$ cat src/rtl/shift_sub_divider_pkg.sv
// Shared definitions for the shift-subtract divider: FSM encoding and counter sizing.
package shift_sub_divider_pkg;

  typedef enum logic [1:0] {
    ST_IDLE = 2'd0,
    ST_RUN  = 2'd1,
    ST_DONE = 2'd2
  } state_t;

  localparam int unsigned DEFAULT_WIDTH = 3;

  function automatic int unsigned count_width(input int unsigned width);
    return $clog2(2 * width + 1);
  endfunction

  localparam int unsigned COUNT_W = count_width(DEFAULT_WIDTH);

endpackage

$ cat src/rtl/shift_sub_divider_stage.sv
// One restoring-division step: shift the next dividend bit into the partial remainder
// and subtract the divisor when it fits.
module shift_sub_stage #(
  parameter int unsigned WIDTH = 3
) (
  input  logic [WIDTH:0]   r_in,
  input  logic             q_msb,
  input  logic [WIDTH-1:0] divisor,
  output logic [WIDTH:0]   r_out,
  output logic             q_bit
);

  logic [WIDTH:0] shifted;
  logic [WIDTH:0] divisor_ext;
  logic           unused_r_msb;

  // The incoming remainder is always below the divisor, so its MSB is shifted out as zero.
  assign unused_r_msb = r_in[WIDTH];

  always_comb begin
    shifted     = {r_in[WIDTH-1:0], q_msb};
    divisor_ext = {1'b0, divisor};
    if (shifted >= divisor_ext) begin
      r_out = shifted - divisor_ext;
      q_bit = 1'b1;
    end else begin
      r_out = shifted;
      q_bit = 1'b0;
    end
  end

endmodule

$ cat src/rtl/shift_sub_divider.sv
// Sequential restoring divider: 2*WIDTH-bit dividend / WIDTH-bit divisor, one quotient
// bit per clock, start/busy/done handshake.
module shift_sub_divider
  import shift_sub_divider_pkg::*;
#(
  parameter int unsigned WIDTH = 3
) (
  input  logic                           clk,
  input  logic                           reset,
  input  logic                           start,
  input  logic [2*WIDTH-1:0]             dividend,
  input  logic [WIDTH-1:0]               divisor,
  output logic                           busy,
  output logic                           done,
  output logic                           div_by_zero,
  output logic [2*WIDTH-1:0]             quotient,
  output logic [WIDTH-1:0]               remainder,
  output logic [$clog2(2*WIDTH+1)-1:0]   count_out
);

  localparam int unsigned CNT_W = count_width(WIDTH);
  localparam logic [CNT_W-1:0] CNT_ONE   = CNT_W'(1);
  localparam logic [CNT_W-1:0] LAST_ITER = CNT_W'(2 * WIDTH - 1);

  state_t               state_q;
  logic [2*WIDTH-1:0]   q_q;
  logic [WIDTH:0]       r_q;
  logic [WIDTH-1:0]     divisor_q;
  logic [WIDTH:0]       stage_r;
  logic                 stage_q_bit;

  shift_sub_stage #(
    .WIDTH (WIDTH)
  ) u_stage (
    .r_in    (r_q),
    .q_msb   (q_q[2*WIDTH-1]),
    .divisor (divisor_q),
    .r_out   (stage_r),
    .q_bit   (stage_q_bit)
  );

  always_ff @(posedge clk or negedge reset) begin
    if (!reset) begin
      state_q     <= ST_IDLE;
      q_q         <= '0;
      r_q         <= '0;
      divisor_q   <= '0;
      busy        <= 1'b0;
      done        <= 1'b0;
      div_by_zero <= 1'b0;
      quotient    <= '0;
      remainder   <= '0;
      count_out   <= '0;
    end else begin
      done <= 1'b0;
      unique case (state_q)
        ST_IDLE: begin
          // The done cycle still belongs to the finished operation.
          if (start && !done) begin
            q_q         <= dividend;
            divisor_q   <= divisor;
            r_q         <= '0;
            count_out   <= '0;
            div_by_zero <= 1'b0;
            if (divisor == '0) begin
              state_q <= ST_DONE;
            end else begin
              state_q <= ST_RUN;
              busy    <= 1'b1;
            end
          end
        end
        ST_RUN: begin
          r_q       <= stage_r;
          q_q       <= {q_q[2*WIDTH-2:0], stage_q_bit};
          count_out <= count_out + CNT_ONE;
          if (count_out == LAST_ITER) begin
            state_q <= ST_DONE;
            busy    <= 1'b0;
          end
        end
        ST_DONE: begin
          done    <= 1'b1;
          state_q <= ST_IDLE;
          if (divisor_q == '0) begin
            div_by_zero <= 1'b1;
            quotient    <= '1;
            remainder   <= q_q[WIDTH-1:0];
          end else begin
            quotient  <= q_q;
            remainder <= r_q[WIDTH-1:0];
          end
        end
        default: state_q <= ST_IDLE;
      endcase
    end
  end

endmodule

$ cat config.mk
export PLATFORM = sky130hd
export DESIGN_NAME = shift_sub_divider
export DESIGN_NICKNAME = d
export VERILOG_FILES = /design/src/rtl/shift_sub_divider_pkg.sv /design/src/rtl/shift_sub_divider_stage.sv /design/src/rtl/shift_sub_divider.sv
export SDC_FILE = /design/constraint.sdc
export NUM_CORES = 1
export LEC_CHECK = 0
export CAP_MARGIN = 40
export CORE_MARGIN = 8
export CORE_UTILIZATION = 54
export CTS_CLUSTER_SIZE = 20
export DETAILED_ROUTE_END_ITERATION = 7
export PLACE_DENSITY_LB_ADDON = 0.1
export SLEW_MARGIN = 10
export SYNTH_ARGS = -nofsm -noshare
export SYNTH_HDL_FRONTEND = slang
export SYNTH_SLANG_ARGS = --single-unit
$ cat constraint.sdc
create_clock -name clk -period 4.2 [get_ports clk]
set_input_delay 0.63 -clock clk [delete_from_list [all_inputs] [get_ports clk]]
set_output_delay 0.63 -clock clk [all_outputs]
set_load 0.05 [all_outputs]
==> summary.txt <==
STA
  • Rel. slew slack: 0.541
  • FMAX: 0.449 GHz
  • Fin crit period: 2.23 ns
  • RSZ-0062 raised after global routing: false
  • Slew @ Worst Pin: 0.685 ns
  • Final Max Tran Viols: 0
  • Setup tns final: 0 ns
  • Final Hold Fails: 0
  • Worst Skew: 0.00869 ns
  • Final setup fails: 0
  • Final setup margin: 1.97 ns
  • Tcrit/Tclk final: 0.531

Floorplan
  • Die boundary width: 66.3 um
  • Die ar.: 0.00440 mm^2
  • Site Rows: 18
  • Core Region: 0.00243 mm^2
  • IO Pins: 27
  • Vert. Die Dim: 66.3 um
  • Starting Density: 0.562

CTS
  • Clk root buf: clkbuf_4
  • Cts hold-fix bufs: 0
  • H-tree depth: 2
  • Worst-Skew Late Latency: 0.33 ns
  • CTS Buf Count: 5
  • PostCTS Resize Cnt: 0
  • Clock tree from TritonCTS: done
  • CTS Buffer Depth: 2
  • Reg clk slew, reported paths: 0.09 ns
  • CTS Sinks: 29
  • Post-CTS Setup Bufs: 0

Synthesis
  • Area of the mapped netlist: 0.00137 mm^2
  • Mean post-synth cell area: 9.84 um^2
  • Synthesis Warnings: 0
  • Syn nets: 157
  • Post-synth cell types: 35
  • Yosys reg bits: 29
  • Sequential area share after synthesis: 0.531
  • Mapped Cells: 139

GRT
  • First-pass GRT wire length: 4990 um
  • Vias in the first global route: 1,142
  • Initial antenna violation count: 0
  • Total GRT Usage: 0.151
  • Total grt overflow: 0
  • Largest net degree at the start of global routing: 30

Placement
  • Dpl ws: 1.92 ns
  • IO Port Bufs: 26
  • Final HPWL from detailed placement: 2130 um
  • RD Place Congestion: 0.820

Critical path
  • Worst-path fanout max: 5
  • Worst Setup End Kind: primary output
  • WP buf/inv: 1
  • Critical Path RT: 3.57 ns
  • CP Cell Sequence: clkdlybuf4s50_1
  • CP Class: flip-flop to primary output
  • CP arrival: 1.60 ns
  • Cell family with most CP delay: buffers and inverters
  • Crit start category: flip-flop
  • Critical-path top delay cell: clkdlybuf4s50_1
  • CP max stage delay: 0.83 ns

Min path
  • Worst Hold Class: flip-flop to flip-flop

Power
  • Cell Pwr Density: 911 mW/mm^2
  • Tot Pwr: 1580 uW
  • Pleak: 0.000790 uW
  • Peak supply drop: 0.623 mV

Layout
  • Sequential Area: 726 um^2
  • # fillers: 194
  • Commonest non-fill, non-tap cells in the layout: dfrtp_1, clkdlybuf4s50_1, nand2_1, o21ai_0, inv_1
  • Most common cell after layout, fill and taps aside: dfrtp_1
  • Layout area overhead: 26.5%
  • Final #Nets: 185
  • # diodes: 0
  • Area of the multi-input gates: 577 um^2
  • Layout cell share with drive strength beyond 1: 0.0714
  • Final core occ: 0.711

Job
  • Maximum Capacitance Violations: 0

Route
  • Vias: 1,105
  • DRC: 0
  • Post-route ant nets: 0
  • Wirelength per Cell: 14.5 um
  • WL final: 2870 um
  • Initial DRC Count: 72
  • Vias per cell: 5.58
  • First-pass iteration count of the detailed router: 4

Status
  • Status: complete, no violations
final cells by class:
type,count,area share
Clock inverter,1,0.0174
Timing Repair Buffer,28,0.159
Tap cell,30,0.0217
Clock buffer,7,0.0318
Inverter,8,0.0174
Multi-Input combinational cell,95,0.333
Sequential cell,29,0.419
per-stage QoR:
step / instance area [um^2] / hold WS [ns] / cells
floorplan: 1370 / 0.334 / 139
global placement: 1650 / 0.449 / 190
detailed placement: 1650 / 0.456 / 190
CTS: 1730 / 0.478 / 198
global route: 1730 / 0.518 / 198
finish: 1730 / 0.473 / 198
sequential cells by signal, summed over array words and instances, names as in the netlist:
signal       count
busy             1
count_out        3
div_by_zero      1
divisor_q        3
done             1
q_q              6
quotient         6
r_q              3
remainder        3
state_q          2
final timing paths:
check / from / slack [ns] / to / cells after the start
max reg2reg: r_q[1] / 2.40 / q_q[0] / 4
max: count_out[0] / 1.97 / count_out[0] / 1
min in group asynchronous: reset / 0.68 / q_q[5] / 2
min: quotient[5] / 0.47 / quotient[5] / 2
max in group asynchronous: reset / 3.26 / remainder[2] / 2
min reg2reg: quotient[5] / 0.47 / quotient[5] / 2
cell usage after synthesis:
cell type,instances,area [um^2]
dfrtp_1,29,726
nand2_1,22,82.6
o21ai_0,13,65.1
inv_1,8,30.0
nor2_1,7,26.3
nand3_1,6,30.0
nor3_1,6,30.0
clkbuf_1,5,18.8
ha_1,5,62.6
o22ai_1,5,31.3
mux2i_1,3,30.0
o211ai_1,3,22.5
a21oi_1,2,10.0
and3_1,2,12.5
nand2b_1,2,12.5
nor2b_1,2,12.5
a21o_1,1,7.51
a221o_1,1,10.0
a22o_1,1,8.76
a31oi_1,1,6.26
buf_2,1,5.00
buf_6,1,11.3
fa_1,1,20.0
nand3b_1,1,7.51
nor3_2,1,10.0
nor4_1,1,6.26
nor4b_1,1,8.76
o21ai_1,1,5.00
o311ai_0,1,8.76
o41ai_1,1,8.76
or2_1,1,6.26
or2_2,1,6.26
or3_1,1,6.26
or4b_4,1,13.8
xor2_1,1,8.76
kinds of logic after synthesis:
kind of cell	synth area share
DFF	0.531
and+or+nand+nor	0.199
xor gates and xnor gates	0.00641
buffers and inverters	0.0476
AOI/OAI and AO/OA	0.134
muxes	0.0220
adders and majority gates	0.0604
per-layer routing:
| layer | vias up | track usage | share of wire | routed length, um |
|---|---|---|---|---|
| met5 | - | 0 | 0 | 0 |
| met4 | 0 | 0.101 | 0.025 | 73 |
| met3 | 9 | 0.0661 | 0.077 | 220 |
| met2 | 26 | 0.229 | 0.45 | 1300 |
| met1 | 527 | 0.168 | 0.44 | 1280 |
| li1 | 543 | - | - | - |
power by group:
group	internal, uW	switching (uW)
registers	409	109
logic	304	515
clock network	142	96.7
Power figures use the tool's default switching activity.
